--- src/rtl/bin_to_bcd_seq.sv ---
`default_nettype none
// ============================================================================
// Module   : bin_to_bcd_seq
// Purpose  : Sequential binary-to-BCD converter (shift-and-add-3, one input
//            bit per clock). Produces a packed 4-digit BCD value for a
//            7-segment display multiplexer. Inputs above 9999 yield 16'hFFFF
//            so the display visibly reads "FFFF".
// Ports    : clk_i    - system clock, rising edge active
//            rst_ni   - asynchronous active-low reset
//            start_i  - conversion request, honoured only while idle
//            bin_i    - unsigned binary value, sampled on the accepting edge
//            busy_o   - high while a conversion is in progress
//            done_o   - one-cycle pulse, bcd_o/ovf_o just updated
//            ovf_o    - last converted input exceeded 9999
//            bcd_o    - packed BCD result, digit3 in [15:12]
// Revision : 1.0 - initial release
// ============================================================================
module bin_to_bcd_seq #(
    parameter int BIN_W = 14
) (
    input  logic             clk_i,
    input  logic             rst_ni,
    input  logic             start_i,
    input  logic [BIN_W-1:0] bin_i,
    output logic             busy_o,
    output logic             done_o,
    output logic             ovf_o,
    output logic [15:0]      bcd_o
);

    localparam int CNT_W = $clog2(BIN_W + 1);

    typedef enum logic [0:0] {
        S_IDLE  = 1'b0,
        S_SHIFT = 1'b1
    } state_t;

    state_t             state_q;
    logic [BIN_W-1:0]   sr_q,   sr_d;
    logic [15:0]        wbcd_q, wbcd_d;
    logic [15:0]        adj;
    logic [CNT_W-1:0]   cnt_q,  cnt_d;
    logic               rovf_q;
    logic               busy_q, done_q, ovf_q;
    logic [15:0]        bcd_q;

    // Add-3 is applied to the pre-shift digits; each digit is handled
    // independently with no carry into its neighbour.
    always_comb begin
        adj = wbcd_q;
        for (int i = 0; i < 4; i++) begin
            if (wbcd_q[4*i +: 4] >= 4'd5)
                adj[4*i +: 4] = wbcd_q[4*i +: 4] + 4'd3;
        end
        // The adjusted top bit falls off the end of the shift; for legal
        // inputs it is always zero at that point.
        wbcd_d = 16'({adj, sr_q[BIN_W-1]});
        sr_d   = sr_q << 1;
        cnt_d  = cnt_q - CNT_W'(1);
    end

    always_ff @(posedge clk_i or negedge rst_ni) begin
        if (!rst_ni) begin
            state_q <= S_IDLE;
            sr_q    <= '0;
            wbcd_q  <= '0;
            cnt_q   <= '0;
            rovf_q  <= 1'b0;
            busy_q  <= 1'b0;
            done_q  <= 1'b0;
            ovf_q   <= 1'b0;
            bcd_q   <= 16'h0000;
        end else begin
            done_q <= 1'b0;
            case (state_q)
                S_IDLE: begin
                    if (start_i) begin
                        sr_q    <= bin_i;
                        wbcd_q  <= '0;
                        // Range flag is latched up front; the conversion
                        // still runs all BIN_W cycles to keep latency fixed.
                        rovf_q  <= (32'(bin_i) > 32'd9999);
                        cnt_q   <= CNT_W'(BIN_W);
                        busy_q  <= 1'b1;
                        state_q <= S_SHIFT;
                    end
                end
                S_SHIFT: begin
                    sr_q   <= sr_d;
                    wbcd_q <= wbcd_d;
                    cnt_q  <= cnt_d;
                    if (cnt_q == CNT_W'(1)) begin
                        bcd_q   <= rovf_q ? 16'hFFFF : wbcd_d;
                        ovf_q   <= rovf_q;
                        done_q  <= 1'b1;
                        busy_q  <= 1'b0;
                        state_q <= S_IDLE;
                    end
                end
                default: begin
                    busy_q  <= 1'b0;
                    state_q <= S_IDLE;
                end
            endcase
        end
    end

    assign busy_o = busy_q;
    assign done_o = done_q;
    assign ovf_o  = ovf_q;
    assign bcd_o  = bcd_q;

endmodule
`default_nettype wire

--- config.mk ---
export PLATFORM = sky130hd
export DESIGN_NAME = bin_to_bcd_seq
export DESIGN_NICKNAME = d
export VERILOG_FILES = /design/src/rtl/bin_to_bcd_seq.sv
export SDC_FILE = /design/constraint.sdc
export NUM_CORES = 1
export LEC_CHECK = 0
export CAP_MARGIN = 15
export CORE_ASPECT_RATIO = 1.5
export CORE_MARGIN = 3
export CORE_UTILIZATION = 38
export DETAILED_ROUTE_END_ITERATION = 7
export HOLD_SLACK_MARGIN = 0.05
export PLACE_DENSITY = 0.61
export SYNTH_ARGS = -nofsm -noshare
export SYNTH_HDL_FRONTEND = slang
export SYNTH_SLANG_ARGS = --single-unit
--- constraint.sdc ---
create_clock -name clk_i -period 1.5 [get_ports clk_i]
set_input_delay 0.225 -clock clk_i [delete_from_list [all_inputs] [get_ports clk_i]]
set_output_delay 0.225 -clock clk_i [all_outputs]
set_load 0.005 [all_outputs]
==> out/metrics.csv <==
stage,metric,value,unit
status,status,completed,
power,power.share.sequential,37.8,%
cells_and_area,drive_gt1_share,23.9,%
worst_setup_path,slowest_stage,dfrtp_1,
global_route,grt_pass1_vias,1879,
clocking,clk_pin_slew,0.09,ns
floorplan,die_area,0.00813,mm^2
route,drt-initial-drc-count,83,
floorplan,rows,36,
route,first_pass_iters,4,
cells_and_area,final_nets,327,
cells_and_area,area_growth,29.2,%
cells_and_area,multi_input_area,0.00131,mm^2
clocking,cts_sinks,55,
timing,relSlewSlack,78.7,%
timing,hold_viol,0,
synthesis,synth_top_area_share,51.2,%
route,via_count,1907,
power,power_frac_comb,50.0,%
synthesis,ys_seq_area_share,51.2,%
cells_and_area,diodes,0,
cells_and_area,fillers,635,
cells_and_area,seqCellArea,0.00138,mm^2
clocking,clk_latency,0.30,ns
synthesis,synth_xor_xnor_area_share,1.96,%
route,wl_per_cell,13.9,um
timing,tightest_slew,0.320,ns
timing,skew,0.00410,ns
clocking,cts_tree,done,
synthesis,syn_area,0.00269,mm^2
placed_design,dp_hpwl,3.75,mm
floorplan,die_h,109,um
power,switching_power,2.57,mW
synthesis,synth_cell_types,27,
power,vdd_drop_max,807,uV
global_route,antenna_found_initial,0,
worst_setup_path,cp_max_fo,4,
timing,slew_violations,0,
placed_design,dp.cells,365,
worst_setup_path,slowest_delay,0.40,ns
floorplan,core,0.00667,mm^2
floorplan,io_pins,36,
synthesis,yosys_warnings,0,
power,internal-power,4.63,mW
floorplan,initial_utilization,40.3,%
cells_and_area,final_util,52.0,%
floorplan,die-width,74.7,um
cells_and_area,final_cells,377,
power,power.density,2070,mW/mm^2
timing,rsz0062_at_grt,true,
synthesis,yosys.area.top_type,dfrtp_1,
global_route,grt_overflow,0,
synthesis,ys_seq_elements,55,
power,switching_share,35.7,%
job,maxCapViolations,0,
route,via_per_inst,5.06,
timing,fmax,0.687,GHz
power,pwr-share-clk,12.3,%
route,routed_wl,5.25,mm
synthesis,syn_nets,276,
clocking,ctsHtreeMaxLevel,2,
worst_setup_path,crit_arrival,1.65,ns
power,leakage,1.56,nW
synthesis,synthAdderAreaFrac,4.66,%
timing,post-route-period-util,97.0,%
global_route,track_usage,14.1,%
synthesis,syn_area_per_cell,10.8,um^2
synthesis,yosys.area_share.simple,12.9,%
hold_path,hp-class,in -> async,
synthesis,synth_cells,249,
synthesis,synth_compound_area_share,13.2,%
timing,min_period,1.46,ns
placed_design,place.gp.congestion,0.732,
synthesis,synth_top_family_by_area,compound AO/OA/AOI/OAI gates,
route,ant_nets,0,
clocking,cts_buffers,5,
clocking,cts-root-buf,clkbuf_8,
route,drc_errors,0,
timing,setup_viol,0,
worst_setup_path,worst-setup-path-type,reg -> reg,
worst_setup_path,critPathCaptureType,flip-flop,
placed_design,numPortBuffers,35,
synthesis,synth.mux.area_fraction,10.9,%
worst_setup_path,worstPathRequired,1.69,ns
global_route,grt_max_degree,56,
clocking,max-clock-path-buffers,2,
worst_setup_path,cp-start-kind,flip-flop,
global_route,grt_pass1_wl,8.83,mm
worst_setup_path,crit_chain,inv_2 > ha_4 > nor4bb_4 > buf_4 > mux2_2,
synthesis,synthTopCellsByArea,"dfrtp_1, mux2i_1, ha_1, nand2b_1, o21ai_0",
-- state kept, by name, summed over array words and instances (netlist names) --
register and cells:
sr_q 14, busy_o 1, bcd_o 16, wbcd_q 16, cnt_q 4, rovf_q 1, done_o 1, state_q 1
ovf_o 1
-- layout make-up --
class	instances	area share, %
inverters	12	1.30
repair buffers	59	15.7
multi-input cells	167	37.7
flip-flops and latches	55	39.7
clock buffers	8	2.88
well taps	76	2.74
-- timing repair --
item                       4_1_cts  5_1_grt
pin swaps                        1       11
hold endpoints to repair        55        0
hold buffers                     1        0
setup endpoints to repair       21       23
resized for setup                5       29
setup buffers                    1        2
-- metrics by stage --
step                worst slack, ns  power, mW  TNS [ns]  hold WS (ns)  cell area [um^2]
floorplan                   0.00759       4.61         0       -0.0706              2690
global placement            -0.0110       5.82   -0.0162         0.247              3210
detailed placement          -0.0437       5.92    -0.329         0.252              3210
CTS                        0.000309       6.91         0         0.453              3350
global route                -0.0448       7.79   -0.0651         0.471              3470
finish                       0.0444       7.19         0         0.437              3470
-- synth_stat cells --
master / count
inv_1: 12
o22a_1: 6
nand2_2: 1
nor4bb_1: 1
mux2i_1: 26
buf_4: 1
a21o_1: 6
nor4_1: 1
nand2_1: 15
clkbuf_1: 3
nor3b_1: 10
nor3_1: 7
and2_4: 1
xnor2_1: 6
ha_1: 10
nand3_1: 1
mux2_2: 3
buf_2: 8
dfrtp_1: 55
o21ai_0: 17
nand2b_1: 14
o31ai_1: 2
buf_6: 3
a21oi_1: 16
nor2_1: 15
a31oi_1: 1
a21oi_2: 8
-- kinds of logic after synthesis --
group	after synthesis
buffers and inverters	27
AO/OA/AOI/OAI	56
AND/OR/NAND/NOR	66
XOR/XNOR	6
multiplexers	29
adder cells (fa/ha/maj)	10
flip-flops	55
-- cells in the final DEF (no fill, tap or decap), types with 4 or more instances in the layout --
master            n
dfrtp_1          54
clkdlybuf4s50_1  34
mux2i_1          24
buf_4            21
o21ai_0          16
nor2_1           15
nand2_1          15
a21oi_1          11
nor3b_1          10
nand2b_1         10
a21oi_2           9
inv_2             7
nor3_1            7
ha_2              7
clkbuf_8          7
xnor2_1           6
o22a_1            6
a21o_1            6
inv_1             5
nand2b_4          4
a21oi_4           4
-- metal layers --
metal | wire length [um] | vias to the layer above | track usage [%]
met5 | 0 | - | 0
met4 | 80 | 0 | 4.96
met3 | 137 | 6 | 2.77
met2 | 2760 | 26 | 24.7
met1 | 2280 | 921 | 16.9
li1 | - | 954 | -
-- power groups by stage --
stage / clock network (mW) / registers, mW / logic (mW)
after floorplan: 0 / 2.57 / 2.04
after global placement: 0 / 2.66 / 3.16
after detailed placement: 0 / 2.68 / 3.23
after CTS: 0.921 / 2.67 / 3.32
after global routing: 0.963 / 2.82 / 4.01
final: 0.882 / 2.72 / 3.60
-- worst max-delay path: cells and delay by family, from the launching register on --
family	cells	cell delay [ns]
buffers and inverters	2	0.27
flip-flops	1	0.40
AND/OR/NAND/NOR	1	0.24
adder cells (fa/ha/maj)	1	0.12
multiplexers	1	0.32
-- worst paths after layout --
kind	start	end	slack (ns)	cells past startpoint
setup / recovery	cnt_q[1]	ovf_o	0.04	5
min in group clk_i	sr_q[10]	sr_q[11]	0.50	2
hold / removal	rst_ni	wbcd_q[13]	0.44	3
hold reg to reg	sr_q[10]	sr_q[11]	0.50	2
setup reg to reg	cnt_q[1]	ovf_o	0.04	5
max in group asynchronous	rst_ni	state_q	0.78	3
No activity file was read; power rests on OpenSTA's default activity.
